### config.mk
export PLATFORM = sky130hd
export DESIGN_NAME = mem_port_arbiter_flat
export DESIGN_NICKNAME = d
export VERILOG_FILES = /design/src/rtl/mem_port_arbiter_pkg.sv /design/src/rtl/mem_port_arbiter_if.sv /design/src/rtl/arb_streak_counter.sv /design/src/rtl/mem_port_arbiter.sv /design/src/flat_wrapper.sv
export SDC_FILE = /design/constraint.sdc
export NUM_CORES = 1
export LEC_CHECK = 0
export CAP_MARGIN = 20
export CORE_MARGIN = 3
export CORE_UTILIZATION = 33
export DETAILED_ROUTE_END_ITERATION = 10
export PLACE_DENSITY = 0.93
export SLEW_MARGIN = 20
export SYNTH_ARGS = -nofsm -noshare
export SYNTH_HDL_FRONTEND = slang
export SYNTH_SLANG_ARGS = --single-unit
### constraint.sdc
create_clock -name clk -period 9.1 [get_ports clk]
set_input_delay 2.73 -clock clk [delete_from_list [all_inputs] [get_ports clk]]
set_output_delay 2.73 -clock clk [all_outputs]
set_load 0.01 [all_outputs]
### src/rtl/mem_port_arbiter_pkg.sv
// Shared constants for mem_port_arbiter: RV32 funct3 sizing codes, FSM states and the
// default starvation limit.
package mem_port_arbiter_pkg;

  localparam logic [2:0] F3_B  = 3'd0;
  localparam logic [2:0] F3_H  = 3'd1;
  localparam logic [2:0] F3_W  = 3'd2;
  localparam logic [2:0] F3_BU = 3'd4;
  localparam logic [2:0] F3_HU = 3'd5;

  localparam int unsigned StarveLimitDefault = 4;

  typedef enum logic [1:0] {
    StIdle,
    StRespIf,
    StRespDm
  } arb_state_e;

  // Halfwords need addr[0] clear; words need addr[1:0] clear.
  function automatic logic is_misaligned(input logic [2:0] f3, input logic [1:0] addr_lo);
    logic mis;
    mis = 1'b0;
    case (f3)
      F3_H, F3_HU: mis = addr_lo[0];
      F3_W:        mis = (addr_lo != 2'b00);
      F3_B, F3_BU: mis = 1'b0;
      default:     mis = 1'b0;
    endcase
    return mis;
  endfunction

endpackage

### src/rtl/mem_port_arbiter_if.sv
// Requester and backend signal bundle for mem_port_arbiter; the arbiter takes the slave
// modport, the pipeline/memory environment takes the master modport.
interface mem_port_arbiter_if #(
  parameter int unsigned ADDR_W = 32
);
  logic              if_req;
  logic [ADDR_W-1:0] if_addr;
  logic [31:0]       if_rdata;
  logic              if_valid;

  logic              dm_req;
  logic              dm_we;
  logic [2:0]        dm_func3;
  logic [ADDR_W-1:0] dm_addr;
  logic [31:0]       dm_wdata;
  logic [31:0]       dm_rdata;
  logic              dm_valid;
  logic              dm_misalign;

  logic              mem_read;
  logic              mem_write;
  logic [2:0]        mem_func3;
  logic [ADDR_W-1:0] mem_addr;
  logic [31:0]       mem_wdata;
  logic [31:0]       mem_rdata;

  modport slave (
    input  if_req, if_addr, dm_req, dm_we, dm_func3, dm_addr, dm_wdata, mem_rdata,
    output if_rdata, if_valid, dm_rdata, dm_valid, dm_misalign,
    output mem_read, mem_write, mem_func3, mem_addr, mem_wdata
  );

  modport master (
    output if_req, if_addr, dm_req, dm_we, dm_func3, dm_addr, dm_wdata, mem_rdata,
    input  if_rdata, if_valid, dm_rdata, dm_valid, dm_misalign,
    input  mem_read, mem_write, mem_func3, mem_addr, mem_wdata
  );

endinterface

### src/rtl/arb_streak_counter.sv
// Saturating count of consecutive DM grants taken while a fetch was waiting.
module arb_streak_counter #(
  parameter int unsigned Limit = 4
) (
  input  logic clk_i,
  input  logic rst_i,
  input  logic inc_i,
  input  logic clr_i,
  output logic at_limit_o
);

  localparam int unsigned CntW = (Limit > 0) ? $clog2(Limit + 1) : 1;

  logic [CntW-1:0] cnt_q, cnt_d;

  assign at_limit_o = (cnt_q == CntW'(Limit));

  always_comb begin
    cnt_d = cnt_q;
    if (clr_i) begin
      cnt_d = '0;
    end else if (inc_i && !at_limit_o) begin
      cnt_d = cnt_q + CntW'(1);
    end
  end

  always_ff @(posedge clk_i or posedge rst_i) begin
    if (rst_i) begin
      cnt_q <= '0;
    end else begin
      cnt_q <= cnt_d;
    end
  end

endmodule

### src/rtl/mem_port_arbiter.sv
// Single-port memory arbiter: DM has priority over IF, with a streak limit against fetch
// starvation. Define MISALIGN_CHECK_EN to suppress misaligned DM accesses at the backend.
module mem_port_arbiter
  import mem_port_arbiter_pkg::*;
#(
  parameter int unsigned ADDR_W       = 32,
  parameter int unsigned STARVE_LIMIT = StarveLimitDefault
) (
  input logic               clk,
  input logic               rst,
  mem_port_arbiter_if.slave bus
);

  arb_state_e  state_q, state_d;
  logic [31:0] if_rdata_q, if_rdata_d;
  logic [31:0] dm_rdata_q, dm_rdata_d;
  logic        dm_mis_q, dm_mis_d;

  logic if_elig, dm_elig, grant_if, grant_dm, at_limit, dm_mis;

`ifdef MISALIGN_CHECK_EN
  assign dm_mis = is_misaligned(bus.dm_func3, bus.dm_addr[1:0]);
`else
  assign dm_mis = 1'b0;
`endif

  // A requester whose completion is showing this cycle sits out one cycle.
  always_comb begin
    if_elig  = bus.if_req && (state_q != StRespIf);
    dm_elig  = bus.dm_req && (state_q != StRespDm);
    grant_if = if_elig && (!dm_elig || at_limit);
    grant_dm = dm_elig && !grant_if;
  end

  arb_streak_counter #(
    .Limit(STARVE_LIMIT)
  ) u_streak (
    .clk_i     (clk),
    .rst_i     (rst),
    .inc_i     (grant_dm && bus.if_req),
    .clr_i     (grant_if || !bus.if_req),
    .at_limit_o(at_limit)
  );

  always_comb begin
    bus.mem_read  = 1'b0;
    bus.mem_write = 1'b0;
    bus.mem_func3 = 3'd0;
    bus.mem_addr  = {ADDR_W{1'b0}};
    bus.mem_wdata = 32'd0;
    // Gating on rst keeps a store granted as reset rises from reaching memory.
    if (!rst) begin
      if (grant_if) begin
        bus.mem_read  = 1'b1;
        bus.mem_func3 = F3_W;
        bus.mem_addr  = bus.if_addr;
      end else if (grant_dm) begin
        bus.mem_func3 = bus.dm_func3;
        bus.mem_addr  = bus.dm_addr;
        if (!dm_mis) begin
          if (bus.dm_we) begin
            bus.mem_write = 1'b1;
            bus.mem_wdata = bus.dm_wdata;
          end else begin
            bus.mem_read = 1'b1;
          end
        end
      end
    end
  end

  always_comb begin
    state_d    = StIdle;
    if_rdata_d = 32'd0;
    dm_rdata_d = 32'd0;
    dm_mis_d   = 1'b0;
    if (grant_if) begin
      state_d    = StRespIf;
      if_rdata_d = bus.mem_rdata;
    end else if (grant_dm) begin
      state_d  = StRespDm;
      dm_mis_d = dm_mis;
      if (!bus.dm_we && !dm_mis) begin
        dm_rdata_d = bus.mem_rdata;
      end
    end
  end

  always_ff @(posedge clk or posedge rst) begin
    if (rst) begin
      state_q    <= StIdle;
      if_rdata_q <= 32'd0;
      dm_rdata_q <= 32'd0;
      dm_mis_q   <= 1'b0;
    end else begin
      state_q    <= state_d;
      if_rdata_q <= if_rdata_d;
      dm_rdata_q <= dm_rdata_d;
      dm_mis_q   <= dm_mis_d;
    end
  end

  assign bus.if_valid    = (state_q == StRespIf);
  assign bus.dm_valid    = (state_q == StRespDm);
  assign bus.if_rdata    = if_rdata_q;
  assign bus.dm_rdata    = dm_rdata_q;
  assign bus.dm_misalign = dm_mis_q;

endmodule
### src/flat_wrapper.sv
// flat-port wrapper written by rule: the top's interface ports become plain ports
module mem_port_arbiter_flat import mem_port_arbiter_pkg::*;
#(
  parameter int unsigned ADDR_W       = 32,
  parameter int unsigned STARVE_LIMIT = StarveLimitDefault
)
  (clk, rst, bus_if_req, bus_if_addr, bus_dm_req, bus_dm_we, bus_dm_func3, bus_dm_addr, bus_dm_wdata, bus_mem_rdata, bus_if_rdata, bus_if_valid, bus_dm_rdata, bus_dm_valid, bus_dm_misalign, bus_mem_read, bus_mem_write, bus_mem_func3, bus_mem_addr, bus_mem_wdata);
  mem_port_arbiter_if #(.ADDR_W(ADDR_W)) bus_i ();
  input logic clk;
  input logic rst;
  input wire logic [$bits(bus_i.if_req)-1:0] bus_if_req;
  input wire logic [$bits(bus_i.if_addr)-1:0] bus_if_addr;
  input wire logic [$bits(bus_i.dm_req)-1:0] bus_dm_req;
  input wire logic [$bits(bus_i.dm_we)-1:0] bus_dm_we;
  input wire logic [$bits(bus_i.dm_func3)-1:0] bus_dm_func3;
  input wire logic [$bits(bus_i.dm_addr)-1:0] bus_dm_addr;
  input wire logic [$bits(bus_i.dm_wdata)-1:0] bus_dm_wdata;
  input wire logic [$bits(bus_i.mem_rdata)-1:0] bus_mem_rdata;
  output wire logic [$bits(bus_i.if_rdata)-1:0] bus_if_rdata;
  output wire logic [$bits(bus_i.if_valid)-1:0] bus_if_valid;
  output wire logic [$bits(bus_i.dm_rdata)-1:0] bus_dm_rdata;
  output wire logic [$bits(bus_i.dm_valid)-1:0] bus_dm_valid;
  output wire logic [$bits(bus_i.dm_misalign)-1:0] bus_dm_misalign;
  output wire logic [$bits(bus_i.mem_read)-1:0] bus_mem_read;
  output wire logic [$bits(bus_i.mem_write)-1:0] bus_mem_write;
  output wire logic [$bits(bus_i.mem_func3)-1:0] bus_mem_func3;
  output wire logic [$bits(bus_i.mem_addr)-1:0] bus_mem_addr;
  output wire logic [$bits(bus_i.mem_wdata)-1:0] bus_mem_wdata;
  assign bus_i.if_req = bus_if_req;
  assign bus_i.if_addr = bus_if_addr;
  assign bus_i.dm_req = bus_dm_req;
  assign bus_i.dm_we = bus_dm_we;
  assign bus_i.dm_func3 = bus_dm_func3;
  assign bus_i.dm_addr = bus_dm_addr;
  assign bus_i.dm_wdata = bus_dm_wdata;
  assign bus_i.mem_rdata = bus_mem_rdata;
  assign bus_if_rdata = bus_i.if_rdata;
  assign bus_if_valid = bus_i.if_valid;
  assign bus_dm_rdata = bus_i.dm_rdata;
  assign bus_dm_valid = bus_i.dm_valid;
  assign bus_dm_misalign = bus_i.dm_misalign;
  assign bus_mem_read = bus_i.mem_read;
  assign bus_mem_write = bus_i.mem_write;
  assign bus_mem_func3 = bus_i.mem_func3;
  assign bus_mem_addr = bus_i.mem_addr;
  assign bus_mem_wdata = bus_i.mem_wdata;
  mem_port_arbiter #(.ADDR_W(ADDR_W), .STARVE_LIMIT(STARVE_LIMIT)) u_core (.clk(clk), .rst(rst), .bus(bus_i));
endmodule
Word level (Yosys, flattened, before mapping)
Index checks and enable logic that the tools add are counted.
{"block": "classes", "add_sub_neg": 1, "reduce_logical": 13, "muxes": 26, "eq_ne": 5}
{"op": "$mux 32", "count": 11}
{"op": "$mux 3", "count": 5}
{"op": "$mux 1", "count": 8}
{"op": "$logic_and 1x1->1", "count": 6}
{"op": "$logic_not 1->1", "count": 4}
{"op": "$mux 2", "count": 2}
{"op": "$add 3x1->3 const B", "count": 1}
{"op": "$eq 3x3->1 const B", "count": 1}
{"op": "$eq 2x1->1 const B", "count": 1}
{"op": "$eq 2x2->1 const B", "count": 1}
{"op": "$logic_or 1x1->1", "count": 2}
{"op": "$ne 2x1->1 const B", "count": 1}
{"op": "$ne 2x2->1 const B", "count": 1}
{"op": "$reduce_bool 2->1", "count": 1}
{"block": "word_totals", "output_inout_bits": 136, "regBits": 69, "inputBits": 136}

Depth between registers and ports, before layout
Gate-level depths: netlist (run 1).
{"block": "logic_depth", "word_depth": 11, "ltp_mapped": 7}

Hierarchy
A second synthesis (run 1) with hierarchy kept.
{"block": "hier_totals", "cells_unflattened": 276, "area_unflattened_um2": 3130.5}
{"mod": "mem_port_arbiter", "instances": 1, "area_per_inst_um2": 2934.1, "cells_per_inst": 257}
{"mod": "arb_streak_counter", "instances": 1, "area_per_inst_um2": 196.4, "cells_per_inst": 19}

Worst setup path after synthesis (run 1)
Ideal clock, no wire load.
{"block": "synth_timing", "kind": "input-to-output", "from": "input port rst", "to": "output port bus_mem_addr[23]", "path_slack_ns": 0.774, "path_stages": 5, "t_arrival_ns": 5.596, "cell_sequence": "buf_2 clkinv_1 clkbuf_1 nand2_1 o32ai_1"}
{"block": "synth_between", "elab_chain_cells": 1}
{"element": "start: declaration", "line": "flat_wrapper.sv:10", "rtl": "input logic rst;"}
{"element": "$mux 32", "line": "mem_port_arbiter.sv:52", "rtl": "if (!rst) begin"}
{"element": "end: declaration", "line": "flat_wrapper.sv:27", "rtl": "output wire logic [$bits(bus_i.mem_addr)-1:0] bus_mem_addr;"}
Every way passes these cells.

Worst setup path in the final report (run 1)
{"block": "layout_timing", "from": "input port bus_if_req", "to": "output port bus_mem_wdata[24]"}
{"block": "layout_between", "elab_chain_cells": 7}
{"element": "start: declaration", "line": "flat_wrapper.sv:11", "rtl": "input wire logic [$bits(bus_i.if_req)-1:0] bus_if_req;"}
{"element": "$logic_and 1x1->1 (*)", "line": "mem_port_arbiter.sv:29", "rtl": "if_elig = bus.if_req && (state_q != StRespIf);"}
{"element": "$logic_and 1x1->1 (*)", "line": "mem_port_arbiter.sv:31", "rtl": "grant_if = if_elig && (!dm_elig || at_limit);"}
{"element": "$logic_not 1->1", "line": "mem_port_arbiter.sv:32", "rtl": "grant_dm = dm_elig && !grant_if;"}
{"element": "$logic_and 1x1->1", "line": "mem_port_arbiter.sv:32"}
{"element": "$mux 32", "line": "mem_port_arbiter.sv:57", "rtl": "end else if (grant_dm) begin"}
{"element": "$mux 32 (*)", "line": "mem_port_arbiter.sv:53", "rtl": "if (grant_if) begin"}
{"element": "$mux 32 (*)", "line": "mem_port_arbiter.sv:52"}
{"element": "end: declaration", "line": "flat_wrapper.sv:28", "rtl": "output wire logic [$bits(bus_i.mem_wdata)-1:0] bus_mem_wdata;"}
Mark *: on every way between the ends. The rest lies on a longest branch, timed or not.

==> impl_metrics.toml, run 1 <==
[finish]
final_cell_mix = "clkdlybuf4s50_1 (270), and2_1 (97), dfrtp_1 (69), inv_1 (37), nand2_1 (33)"
area_growth_pct = 92.61
num-fill-cells = 719
fin_util_pct = 66.86
final_cells = 717
nets = 721
diodes = 0
layout_commonest_cell = "clkdlybuf4s50_1"
drive_above_1_share_pct = 5.612
stdcell_area_um2 = 6295

[logic_synthesis]
synth_nets = 459
yosys_warnings = 0
syn_area_um2 = 3268
synthDistinctLibCells = 32
synth-seq-area-share_pct = 52.83
avgSynthCellArea_um2 = 10.18
ys_seq_elements = 69
syn_inst = 321

[status]
status = "completed"

[timing]
max_freq_ghz = 0.1278
tightestPinTransition_ps = 815.5
hold_viol_final = 0
period_minus_slack_ps = 7827
slew_headroom_pct = 45.63
maxSlewViolCount = 0
finalSetupViolCount = 0
rsz0062_at_grt = "false"
skew_ps = 8.072
finalSetupTns_ps = 0
fin_crit_sh_pct = 86.01

[global_route]
grt_max_degree = 68
use_met2_pct = 39.21
grt-ovfl-total = 0
met1_usage_pct = 25.16
track_usage_pct = 21.96
grt_pass1_wl_um = 19080
grt_antenna_before_repair = 0
use_met3_pct = 7.655
gr-max-usage-layer = "met2"
grt_pass1_vias = 3391

[power_and_ir_drop]
p_sw_uw = 209.1
pwr-share-seq_pct = 40.0
worst_ir_drop_vdd_v = 0.0001232
p_leak_uw = 0.002734
p_clk_share_pct = 34.7
power_per_cell_area_nw_per_um2 = 129.4
pwr-share-comb_pct = 25.2
p_int_uw = 605.4
p_sw_share_pct = 25.67

[worst_setup_path]
slowest_delay_ps = 640
crit_type = "in -> out"
critPathCaptureType = "primary output"
slowest_stage = "a2111oi_4"
cp_max_fo = 22
path_delay_family = "buffers and inverters"
crit_chain = "clkdlybuf4s50_1, and3_4, a2111oi_4, buf_6, and2_1, clkdlybuf4s50_1"
crit_start = "bus_if_req"
r2r_slack_ps = 7250
cp_num_buf_inv = 3
worstPathRequired_ps = 6370
startpoint_type = "input port"
worstReg2RegStart = "u_core.u_streak.cnt_q[0]$_DFFE_PP0P_"
cpMostUsedCell = "clkdlybuf4s50_1"
arrival_ps = 5100

[clock_tree]
clkTransAtPathRegs_ps = 70
hold_buffers = 0
clock-sinks = 69
clk_latency_ps = 340
postCtsSetupBuffers = 0
ctsResizeCount = 0
htreeDepth = 3
root_buffer = "clkbuf_8"
tritoncts = "yes"
cts_inserted_buffers = 9
max-clock-path-buffers = 2

[floorplanning]
io_pins = 272
core_area_um2 = 9415
die_width_um = 105.5
die_h_um = 105.5
dieArea_um2 = 11130
initial_core_util_pct = 34.71
rows = 35

[route]
drt-total-wl_um = 12710
final_antenna_net_count = 0
drcViolationCount = 0
viasPerCell = 4.653
dr.pass1.iters = 4
initialDrtViolationCount = 259
vias = 3336
avgRoutedWirePerCell_um = 17.73

[min_path]
min-delay-start = "u_core.u_streak.cnt_q[2]$_DFFE_PP0P_"
holdCritPathClass = "reg -> reg"

[place]
dp_cells = 700
io_buffer_count = 270
dp_hpwl_um = 9728
placed_area_um2 = 6051
place_congestion = 0.9067

[job]
cap_viol_max_count = 0
==> flip-flops by register name (all words and copies together) (netlist names) <==
register / flops
u_core.bus.dm_rdata: 32
u_core.state_q: 2
u_core.u_streak.cnt_q: 3
u_core.bus.if_rdata: 32
==> metal layers <==
layer | vias to the layer above | part of all wire [%]
met5 | - | 0
met4 | 0 | 0.88
met3 | 10 | 9.9
met2 | 167 | 53
met1 | 1594 | 37
li1 | 1565 | -
==> worst reg2reg max path, cell delays in order (launching register included) <==
cell and delay [ps]:
dfrtp_1 380, inv_1 80, ha_1 240, and3_4 210, a2111oi_4 340, buf_4 340
and2_1 200
==> worst paths after layout <==
path,to,cells past startpoint
max,bus_mem_wdata[24],6
min,u_core.u_streak.cnt_q[2]$_DFFE_PP0P_,1
max reg2reg,u_core.bus.dm_rdata[12]$_DFF_PP0_,6
min reg2reg,u_core.u_streak.cnt_q[2]$_DFFE_PP0P_,1
max in group asynchronous,u_core.bus.dm_rdata[30]$_DFF_PP0_,4
min in group asynchronous,u_core.state_q[0]$_DFF_PP0_,3
==> power groups by stage <==
stage                     clock [uW]  combinational, uW  sequential [uW]
after global placement             0                202              331
after CTS                        289                207              326
final                            283                205              326
after global routing             305                219              328
after floorplan                    0               65.5              339
after detailed placement           0                205              332
==> per-stage QoR <==
| stage | power (uW) | setup WS [ps] | hold slack (ps) |
|---|---|---|---|
| 2_1_floorplan | 404.5 | 774.0 | 502.8 |
| 3_3_place_gp | 533.0 | 1073 | 536.8 |
| 3_5_place_dp | 537.5 | 1014 | 551.2 |
| 4_1_cts | 822.1 | 1018 | 564.0 |
| 5_1_grt | 851.7 | 1155 | 591.0 |
| 6_report | 814.5 | 1273 | 572.4 |
==> cell type report <==
class,instances,area (um^2),share of cell area (%)
inverters,41,156.4,2.485
well taps,129,161.4,2.564
clock inverters,6,93.84,1.491
flip-flops and latches,69,1727,27.43
multi-input cells,187,1275,20.25
repair buffers,275,2744,43.59
clock buffers,10,137.6,2.186
==> cells in the mapped netlist (all sizes together) <==
library cell   n  area share, %
o21a           1           0.23
inv           40            4.6
o211a          1           0.31
nand4          1           0.19
nor4b          1           0.27
nand2b         3           0.65
conb           1           0.11
clkinv         1           0.11
a211oi         1           0.38
and2          97             19
a211o          1           0.27
a31oi          2           0.38
o32ai         32            8.6
o311ai         1           0.80
nor3b          2           0.46
o31ai          1           0.23
nand2         33            3.8
buf           11            2.0
a21oi          1           0.15
nand3          1           0.15
ha             2           0.77
a2111oi        3            2.1
clkbuf        13            1.5
nor4           1           0.19
and3           1           0.34
dfrtp         69             53
==> logic make-up after synthesis <==
| kind of cell | Yosys count | synth area share [%] |
|---|---|---|
| buffers and inverters | 65 | 8.192 |
| DFF | 69 | 52.83 |
| AOI/OAI and AO/OA | 44 | 13.48 |
| and+or+nand+nor | 140 | 24.62 |
| other | 1 | 0.1147 |
| adders and majority gates | 2 | 0.7656 |
Power figures use the tool's default switching activity.
==> inputs of run 2 (changes only) <==
Settings changed: CORE_MARGIN 3 to 5, SETUP_SLACK_MARGIN set to 0.02.
==> impl_metrics.toml, run 2 (synthesized netlist as in run 1, its figures left out) <==
[floorplanning]
die_width_um = 109.5
io_pins = 272
die_h_um = 109.5
rows = 36
core_area_um2 = 9729
dieArea_um2 = 11990
initial_core_util_pct = 33.59

[worst_setup_path]
critPathCaptureType = "primary output"
crit_path_end = "bus_mem_wdata[14]"
slowest_delay_ps = 690
startpoint_type = "input port"
crit_start = "bus_if_req"
worstPathRequired_ps = 6370
r2r_slack_ps = 7200
slowest_stage = "a2111oi_4"
cp_num_cells = 6
path_delay_family = "buffers and inverters"
arrival_ps = 5160
r2r_cells = 6
rr_endpoint = "u_core.bus.dm_rdata[10]$_DFF_PP0_"
worstReg2RegStart = "u_core.u_streak.cnt_q[0]$_DFFE_PP0P_"
cp_max_fo = 20
cpMostUsedCell = "clkdlybuf4s50_1"
crit_type = "in -> out"
crit_chain = "clkdlybuf4s50_1, and3_4, a2111oi_4, buf_6, and2_1, clkdlybuf4s50_1"
cp_num_buf_inv = 3

[clock_tree]
clock-sinks = 69
hold_buffers = 0
root_buffer = "clkbuf_8"
cts_inserted_buffers = 9
max-clock-path-buffers = 2
ctsResizeCount = 0
htreeDepth = 3
tritoncts = "yes"
clkTransAtPathRegs_ps = 70
postCtsSetupBuffers = 0
clk_latency_ps = 330

[place]
place_congestion = 0.8084
dp_hpwl_um = 10540
io_buffer_count = 270
placed_area_um2 = 6063

[timing]
maxSlewViolCount = 0
finalSetupViolCount = 0
fin_crit_sh_pct = 86.72
finalSetupTns_ps = 0
skew_ps = 10.42
whs_ps = 552.9
rsz0062_at_grt = "false"
slew_headroom_pct = 53.89
hold_viol_final = 0
max_freq_ghz = 0.1267
tightestPinTransition_ps = 691.7
period_minus_slack_ps = 7891

[global_route]
grt-ovfl-total = 0
track_usage_pct = 20.35
grt_pass1_wl_um = 18790
grt_antenna_before_repair = 0
grt_pass1_vias = 3423
grt_max_degree = 57

[route]
vias = 3334
final_antenna_net_count = 0
viasPerCell = 4.624
dr.pass1.iters = 5
drt-total-wl_um = 13050
initialDrtViolationCount = 269
drcViolationCount = 0
avgRoutedWirePerCell_um = 18.09

[min_path]
holdCritPathClass = "reg -> reg"

[job]
cap_viol_max_count = 0

[finish]
final_cell_mix = "clkdlybuf4s50_1 (270), and2_1 (97), dfrtp_1 (69), inv_1 (37), nand2_1 (33)"
area_growth_pct = 91.69
layout_commonest_cell = "clkdlybuf4s50_1"
stdcell_area_um2 = 6265
drive_above_1_share_pct = 5.612
nets = 722
fin_util_pct = 64.39
diodes = 0

[status]
status = "completed"

[power_and_ir_drop]
p_leak_uw = 0.002721
power_per_cell_area_nw_per_um2 = 122.4
finalPower_uw = 766.7
worst_ir_drop_vdd_v = 0.0001188
-- run 2: changes by cell type in the layout (fill, tap and decap cells not counted), sizes merged --
cell	previous run	this run
clkbuf	10	9
clkinv	2	4
bufinv	2	1
inv	42	41
buf	5	6
-- run 2: metrics by stage --
| stage | cells | worst slack [ps] |
|---|---|---|
| floorplan | 321 | 774.0 |
| global placement | 705 | 1149 |
| detailed placement | 705 | 936.8 |
| CTS | 720 | 936.2 |
| global route | 721 | 1111 |
| finish | 721 | 1209 |
-- run 2: worst register-to-register path, cell delays in order, from the launching register on --
cell       delay [ps]
dfrtp_1           390
inv_1              70
ha_1              230
and3_4            210
a2111oi_4         400
buf_4             340
and2_1            200
-- run 2: worst min path at each step --
| stage | from | to | slack, ps | cells after the start |
|---|---|---|---|---|
| 3_3_place_gp | u_core.u_streak.cnt_q[2]$_DFFE_PP0P_ | u_core.u_streak.cnt_q[2]$_DFFE_PP0P_ | 540 | 1 |
| 3_5_place_dp | u_core.u_streak.cnt_q[2]$_DFFE_PP0P_ | u_core.u_streak.cnt_q[2]$_DFFE_PP0P_ | 540 | 1 |
| 2_1_floorplan | u_core.u_streak.cnt_q[2]$_DFFE_PP0P_ | u_core.u_streak.cnt_q[2]$_DFFE_PP0P_ | 500 | 1 |
| 5_1_grt | u_core.u_streak.cnt_q[2]$_DFFE_PP0P_ | u_core.u_streak.cnt_q[2]$_DFFE_PP0P_ | 580 | 1 |
| 4_1_cts | u_core.u_streak.cnt_q[2]$_DFFE_PP0P_ | u_core.u_streak.cnt_q[2]$_DFFE_PP0P_ | 550 | 1 |
| 6_report | u_core.u_streak.cnt_q[2]$_DFFE_PP0P_ | u_core.u_streak.cnt_q[2]$_DFFE_PP0P_ | 550 | 1 |
-- run 2: cell type report --
class	count	area, um^2
fillers	754	3465
inverters	41	156.4
clock buffers	9	123.9
repair buffers	276	2751
multi-input cells	187	1275
flip-flops and latches	69	1727
well taps	133	166.4
clock inverters	6	65.06
-- run 2: where the power goes --
group / switching (uW) / internal (uW) / leakage, uW
combinational: 84.3 / 121 / 0.00169
clock: 111 / 125 / 0.0000950
sequential: 4.50 / 321 / 0.000931
total: 199 / 567 / 0.00272
-- run 2: layer usage --
| layer | GRT usage (%) | share of wire, % |
|---|---|---|
| met1 | 23.01 | 37 |
| met2 | 35.31 | 50 |
| met3 | 8.749 | 11 |
| met4 | 5.076 | 1.2 |
| met5 | 0 | 0 |
==> inputs of run 3 (changes only) <==
Settings changed: PLACE_DENSITY 0.93 to 0.94.
==> impl_metrics.toml, run 3 (synthesized netlist as in run 1, its figures left out) <==
[route]
viasPerCell = 4.622
vias = 3342
top_layer_used = "met4"
dr_wl_met3_um = 1627
drt-total-wl_um = 12810
drcViolationCount = 0
wl_met2_um = 6364
initialDrtViolationCount = 256
avgRoutedWirePerCell_um = 17.72
dr.pass1.iters = 4
final_antenna_net_count = 0
wirelength_met1_um = 4556

[timing]
max_freq_ghz = 0.1286
maxSlewViolCount = 0
period_minus_slack_ps = 7774
finalSetupViolCount = 0
tightestPinTransition_ps = 703.8
finalSetupTns_ps = 0
skew_ps = 11.82
fin_crit_sh_pct = 85.43
hold_viol_final = 0
slew_headroom_pct = 53.08
rsz0062_at_grt = "false"

[power_and_ir_drop]
worst_ir_drop_vdd_v = 0.0001607
p_leak_uw = 0.002731
power_per_cell_area_nw_per_um2 = 124.1
finalPower_uw = 780.0

[clock_tree]
clk_latency_ps = 340
clock-sinks = 69
ctsResizeCount = 0
max-clock-path-buffers = 2
clkTransAtPathRegs_ps = 70
htreeDepth = 3
tritoncts = "yes"
postCtsSetupBuffers = 0
root_buffer = "clkbuf_8"
cts_inserted_buffers = 9
hold_buffers = 0

[finish]
diodes = 0
area_growth_pct = 92.30
final_cell_mix = "clkdlybuf4s50_1 (270), and2_1 (97), dfrtp_1 (69), inv_1 (37), nand2_1 (33)"
nets = 723
final_cells = 723
layout_commonest_cell = "clkdlybuf4s50_1"
drive_above_1_share_pct = 5.593

[global_route]
grt_antenna_before_repair = 0
track_usage_pct = 20.11
grt_pass1_vias = 3433
grt_pass1_wl_um = 18530
grt_max_degree = 59
grt-ovfl-total = 0

[worst_setup_path]
startpoint_type = "input port"
worstPathRequired_ps = 6370
arrival_ps = 5040
cp_max_fo = 24
slowest_delay_ps = 550
rr_endpoint = "u_core.bus.dm_rdata[9]$_DFF_PP0_"
crit_chain = "clkdlybuf4s50_1, and3_4, a2111oi_4, buf_4, and2_1, clkdlybuf4s50_1"
cp_num_buf_inv = 3
r2r_cells = 6
cp_num_cells = 6
r2r_slack_ps = 7200
worstReg2RegStart = "u_core.u_streak.cnt_q[0]$_DFFE_PP0P_"
path_delay_family = "buffers and inverters"
crit_type = "in -> out"
cpMostUsedCell = "clkdlybuf4s50_1"
slowest_stage = "clkdlybuf4s50_1"
critPathCaptureType = "primary output"

[min_path]
hold_end = "u_core.u_streak.cnt_q[2]$_DFFE_PP0P_"
holdCritPathClass = "reg -> reg"
min-delay-start = "u_core.u_streak.cnt_q[2]$_DFFE_PP0P_"
hold_path_depth = 1

[place]
io_buffer_count = 270
place_congestion = 0.7578
dp_cells = 705
dp_hpwl_um = 10380

[floorplanning]
dieArea_um2 = 11990
rows = 36
die_h_um = 109.5
core_area_um2 = 9729
io_pins = 272
initial_core_util_pct = 33.59
die_width_um = 109.5

[status]
status = "completed"

[job]
cap_viol_max_count = 0
run 3: cell types whose count changed in the layout (fill, tap and decap cells not counted), sizes merged:
cell	delta
inv	+2
clkbuf	+1
clkinv	-2
buf	+1
run 3: final cells by class:
cell class,count,area [um^2]
clock inverters,6,71.32
clock buffers,10,127.6
well taps,133,166.4
repair buffers,277,2763
fillers,760,3445
flip-flops and latches,69,1727
inverters,41,156.4
multi-input cells,187,1274
run 3: stage by stage:
stage | area (um^2) | utilization (%) | setup WS (ps) | hold WS, ps
3_5_place_dp | 6063 | 62.32 | 1046 | 549.3
4_1_cts | 6262 | 64.36 | 1048 | 568.6
2_1_floorplan | 3268 | - | 774.0 | 502.8
5_1_grt | 6285 | 64.60 | 1222 | 594.4
6_report | 6285 | 64.60 | 1326 | 582.9
3_3_place_gp | 6063 | 62.32 | 1090 | 535.3
run 3: worst max path at each step:
| stage | from | end | slack, ps |
|---|---|---|---|
| after floorplan | rst | bus_mem_addr[23] | 770 |
| after global placement | bus_if_req | bus_mem_addr[29] | 1090 |
| after detailed placement | bus_if_req | bus_mem_wdata[5] | 1050 |
| after CTS | bus_if_req | bus_mem_wdata[5] | 1050 |
| after global routing | bus_if_req | bus_mem_wdata[0] | 1220 |
| final | bus_if_req | bus_mem_wdata[17] | 1330 |
run 3: power breakdown:
part	switching (uW)	internal, uW	total (uW)
Clock	118	129	248
Sequential	4.50	321	326
Combinational	84.6	122	207
Total	207	573	780
run 3: metal layers:
layer / track usage (%) / vias up
met5: 0 / -
met4: 6.233 / 0
met3: 9.513 / 16
met2: 34.57 / 161
met1: 21.96 / 1594
li1: - / 1571
